===== src/rtl/dist_mem_arbiter.sv =====
// dist_mem_arbiter: round-robin arbiter sharing one single-port distributed RAM
// (sync write, async read) between two requesters, with registered read data.
// Optional init sweep enabled by defining MEM_INIT_SWEEP_EN: after reset every
// word is written with INIT_VAL before any request is accepted.
module dist_mem_arbiter #(
   parameter int unsigned   AW       = 4,
   parameter int unsigned   DW       = 2,
   parameter logic [DW-1:0] INIT_VAL = '0
) (
   input  logic          clk_i,
   input  logic          rst_i,
   input  logic          req0_i,
   input  logic          req1_i,
   input  logic          we0_i,
   input  logic          we1_i,
   input  logic [AW-1:0] addr0_i,
   input  logic [AW-1:0] addr1_i,
   input  logic [DW-1:0] wdata0_i,
   input  logic [DW-1:0] wdata1_i,
   output logic          ack0_o,
   output logic          ack1_o,
   output logic          rvalid0_o,
   output logic          rvalid1_o,
   output logic [DW-1:0] rdata0_o,
   output logic [DW-1:0] rdata1_o,
   output logic          init_done_o,
   output logic [AW-1:0] mem_a_o,
   output logic [DW-1:0] mem_d_o,
   output logic          mem_we_o,
   input  logic [DW-1:0] mem_spo_i
);

   logic          run;
   logic          sweep_en;
   logic [AW-1:0] sweep_a;

   logic          prio_q;
   logic [AW-1:0] last_a_q;
   logic [DW-1:0] last_d_q;
   logic          rvalid0_q;
   logic          rvalid1_q;
   logic [DW-1:0] rdata0_q;
   logic [DW-1:0] rdata1_q;

   logic          gnt_valid;
   logic          gnt_idx;
   logic          gnt_we;
   logic [AW-1:0] gnt_a;
   logic [DW-1:0] gnt_d;

`ifdef MEM_INIT_SWEEP_EN
   typedef enum logic {StSweep, StRun} state_e;

   state_e        state_q;
   logic [AW-1:0] sweep_a_q;
   logic          init_done_q;

   // Sweep FSM: one word per cycle from address 0, then RUN until the next reset.
   always_ff @(posedge clk_i) begin
      if (rst_i) begin
         state_q     <= StSweep;
         sweep_a_q   <= '0;
         init_done_q <= 1'b0;
      end else if (state_q == StSweep) begin
         sweep_a_q <= sweep_a_q + AW'(1);
         if (sweep_a_q == {AW{1'b1}}) begin
            state_q     <= StRun;
            init_done_q <= 1'b1;
         end
      end
   end

   // Reset masks both the sweep write and any grant in the reset cycle.
   assign run         = (state_q == StRun) & ~rst_i;
   assign sweep_en    = (state_q == StSweep) & ~rst_i;
   assign sweep_a     = sweep_a_q;
   assign init_done_o = init_done_q;
`else
   assign run         = ~rst_i;
   assign sweep_en    = 1'b0;
   assign sweep_a     = '0;
   assign init_done_o = 1'b1;
`endif

   // Winner: a lone requester always wins; on contention the prio bit decides.
   assign gnt_valid = run & (req0_i | req1_i);
   assign gnt_idx   = (req0_i & req1_i) ? prio_q : req1_i;
   assign gnt_we    = gnt_idx ? we1_i    : we0_i;
   assign gnt_a     = gnt_idx ? addr1_i  : addr0_i;
   assign gnt_d     = gnt_idx ? wdata1_i : wdata0_i;

   assign ack0_o = gnt_valid & ~gnt_idx;
   assign ack1_o = gnt_valid & gnt_idx;

   // RAM port mux: sweep, then granted command, else hold last granted address/data.
   always_comb begin
      mem_we_o = 1'b0;
      mem_a_o  = last_a_q;
      mem_d_o  = last_d_q;
      if (sweep_en) begin
         mem_we_o = 1'b1;
         mem_a_o  = sweep_a;
         mem_d_o  = INIT_VAL;
      end else if (gnt_valid) begin
         mem_we_o = gnt_we;
         mem_a_o  = gnt_a;
         mem_d_o  = gnt_d;
      end
   end

   // Priority rotation, read-data capture and one-cycle rvalid pulses.
   always_ff @(posedge clk_i) begin
      if (rst_i) begin
         prio_q    <= 1'b0;
         last_a_q  <= '0;
         last_d_q  <= '0;
         rvalid0_q <= 1'b0;
         rvalid1_q <= 1'b0;
         rdata0_q  <= '0;
         rdata1_q  <= '0;
      end else begin
         rvalid0_q <= ack0_o & ~we0_i;
         rvalid1_q <= ack1_o & ~we1_i;
         if (ack0_o & ~we0_i) rdata0_q <= mem_spo_i;
         if (ack1_o & ~we1_i) rdata1_q <= mem_spo_i;
         if (gnt_valid) begin
            prio_q   <= ~gnt_idx;
            last_a_q <= gnt_a;
            last_d_q <= gnt_d;
         end
      end
   end

   // A pending rvalid is dropped as soon as reset is seen, not one edge later.
   assign rvalid0_o = rvalid0_q & ~rst_i;
   assign rvalid1_o = rvalid1_q & ~rst_i;
   assign rdata0_o  = rdata0_q;
   assign rdata1_o  = rdata1_q;

endmodule


===== config.mk =====
export PLATFORM = sky130hd
export DESIGN_NAME = dist_mem_arbiter
export DESIGN_NICKNAME = d
export VERILOG_FILES = /design/src/rtl/dist_mem_arbiter.sv
export SDC_FILE = /design/constraint.sdc
export NUM_CORES = 1
export LEC_CHECK = 0
export ABC_CLOCK_PERIOD_IN_PS = 1500
export CORE_MARGIN = 5
export CORE_UTILIZATION = 47
export DETAILED_ROUTE_END_ITERATION = 12
export HOLD_SLACK_MARGIN = 0.03
export PLACE_DENSITY = 0.93
export RECOVER_POWER = 100
export SLEW_MARGIN = 25
export SYNTH_ARGS = -nofsm -noshare
export SYNTH_HDL_FRONTEND = slang
export SYNTH_SLANG_ARGS = --single-unit

===== constraint.sdc =====
create_clock -name clk_i -period 1.5 [get_ports clk_i]
set_input_delay 0.15 -clock clk_i [delete_from_list [all_inputs] [get_ports clk_i]]
set_output_delay 0.15 -clock clk_i [all_outputs]
set_load 0.01 [all_outputs]

==> reports/metrics.cfg <==
[routing]
wire_per_inst_um = 18.70
first_pass_iters = 4
viasPerCell = 5.667
drt_iter0_drc = 34
wl_mm = 3.647
ant_nets = 0
num_vias = 1105
post-route-drc-count = 0

[global_route]
grt_first_pass_wirelength_mm = 5.651
grt_max_degree = 23
grt_usage_pct = 22.68
grt_pass1_vias = 1137
antenna_found_initial = 0
grt-ovfl-total = 0

[timing]
hold_slack_ns = 0.3723
worst_slack_ns = -0.08850
max_freq_mhz = 629.5
setup_viol = 7
tns_ns = -0.3565
rsz0062_at_grt = true
hold_viol = 0
skew_ns = 0.005337
fin_crit_ns = 1.589
fin_crit_sh_pct = 105.9
final_max_slew_viol_count = 0

[synth]
synthCells = 102
yosysWarnings = 0
syn_area_sq_um = 985.9
synth_compound_area_share_pct = 31.60
synth_area_leaders = dfxtp_1 26%, o221ai_2 9.1%, a21oi_1 7.1%
synth.top_cell.area_share_pct = 26.40
synth_common_cells = 14 x a21oi_1, 13 x dfxtp_1, 8 x nand2_1
synth_edf_count = 0
async_flop_share_pct = 0
syn_area_per_cell_sq_um = 9.666
synth_adder_area_share_pct = 0
synthesis.nets = 122
synthMuxAreaShare_pct = 4.061
synthFlopType = dfxtp_1
synth-xor-area-share_pct = 0
yosys.area_share.simple_pct = 28.05
synth_area_leader_cell = dfxtp_1
synth_top_family_by_area = compound AO/OA/AOI/OAI gates
yosysMostFrequentCell = a21oi_1
synth_seq_area_share_pct = 26.40
ys_seq_elements = 13
synth.distinct_cells = 31

[cells_and_area]
antenna_cells = 0
syn_to_final_growth_pct = 69.16
nFillCells = 102
layout.cells.non_filler = 195
num-nets-final = 189
final_util_pct = 84.15
drive_gt1_share_pct = 50.00

[setup_path]
critPathKind = register to output pin
cp_max_fo = 4
max_stage_delay_ns = 0.37
path_buf_inv = 2
crit_path_start = prio_q
timing.rr.start = prio_q
path_cells = nand2b_4, buf_6, a31oi_4, o221ai_2, buf_2
cp_top_family = flip-flops
critPathCaptureType = output pin
cp.required_ns = 1.35
critPathArrivalTime_ns = 1.44
start_kind = register
slowest_stage = dfxtp_4

[min_path]
worstHoldPathType = input port to register
min-delay-start = req0_i

[pwr]
power_uw = 1087
p_leak_uw = 0.0007325
ir_drop_mv = 0.6645
p_per_area_nw_per_um2 = 651.6

[run_status]
violations = negative setup slack
outcome = complete, but fails checks

[run]
drv_cap = 0

[floorplanning]
dieArea_sq_um = 3114
start_util_pct = 49.75
die_h_um = 55.80
coreArea_sq_um = 1982
fp-row-count = 16
io_pins = 36
die_x_um = 55.80

[clock_network]
cts_max_level = 1
cts.clk_slew.worst_paths_ns = 0.09
clk_latency_ns = 0.28
cts_root_buf = clkbuf_4
cts_buffers = 3
clockBufferDepth = 2
postCtsHoldBufs = 0
cts_tree = built
cts_sinks = 13

[place]
dp_cells = 178
gp_congestion = 0.7596
port_buffers = 34
dpl.hpwl_mm = 2.120

## metal layers
| layer | wire length [um] | global-route usage [%] | vias up |
|---|---|---|---|
| met4 | 153 | 6.597 | 0 |
| met2 | 1854 | 42.06 | 62 |
| met5 | 0 | 0 | - |
| met1 | 1397 | 25.73 | 524 |
| li1 | - | - | 501 |
| met3 | 242 | 4.640 | 18 |
## cell families after synthesis
group	after synthesis
other	1
AOI/OAI and AO/OA	32
and+or+nand+nor	39
DFF	13
muxes	4
buffers and inverters	13
## layout make-up
class | count | area (sq um) | share of cell area (%)
multi-input cells | 76 | 676.9 | 40.59
flip-flops and latches | 13 | 264.0 | 15.83
inverters | 2 | 7.507 | 0.4501
clock buffers | 4 | 26.28 | 1.575
well taps | 27 | 33.78 | 2.026
repair buffers | 73 | 659.4 | 39.53
## flip-flops by register name, summed over array words and instances, names as in the netlist
signal and flops:
last_a_q 4, rdata1_o 2, rdata0_o 2, last_d_q 2
rvalid0_q 1, rvalid1_q 1, prio_q 1
## through the flow
step / setup WS (ns) / cell area [sq um]
floorplan: 0.3604 / 985.9
global placement: -0.5104 / 1481
finish: -0.08850 / 1668
CTS: -0.04355 / 1622
detailed placement: -0.5968 / 1481
global route: -0.1363 / 1668
## power by group
part           total (uW)  leakage [uW]  switching [uW]  internal, uW
logic                 470      0.000610             205           265
registers             382      0.000108            14.7           368
clock network         234     0.0000150             131           103
## worst min-delay path, delay by kind of cell
family | cells | cell delay [ns]
AO/OA/AOI/OAI | 2 | 0.14
buffers and inverters | 2 | 0.31
## what timing repair did
item,in CTS,in global routing
setup buffers,6,6
gates resized for setup,49,8
hold endpoints to repair,0,0
endpoints found under the setup margin,11,9
pin swaps,1,4
cloned,1,0
## worst paths after layout
path	slack (ns)	end	depth (start not counted)
max	-0.09	mem_a_o[2]	5
min	0.37	last_d_q[1]	4
max reg2reg	0.19	last_a_q[2]	6
min reg2reg	0.50	rdata1_o[1]	2
## cells in the final DEF, fill, tap and decap left out, types with 2 or more instances in the layout
cell	count
a21oi_2	2
o22ai_2	2
and2b_4	3
and3b_2	6
dlygate4sd2_1	4
mux2i_1	4
nor2b_1	2
nand2_1	8
a21oi_1	12
nand3_1	2
clkbuf_4	3
nand2b_1	6
buf_2	7
o22ai_1	4
buf_12	2
dfxtp_1	12
a31oi_4	6
clkbuf_2	2
buf_4	30
o221ai_2	6
buf_6	5
and2b_2	3
inv_1	2
clkdlybuf4s50_1	21
Power figures use the tool's default switching activity.
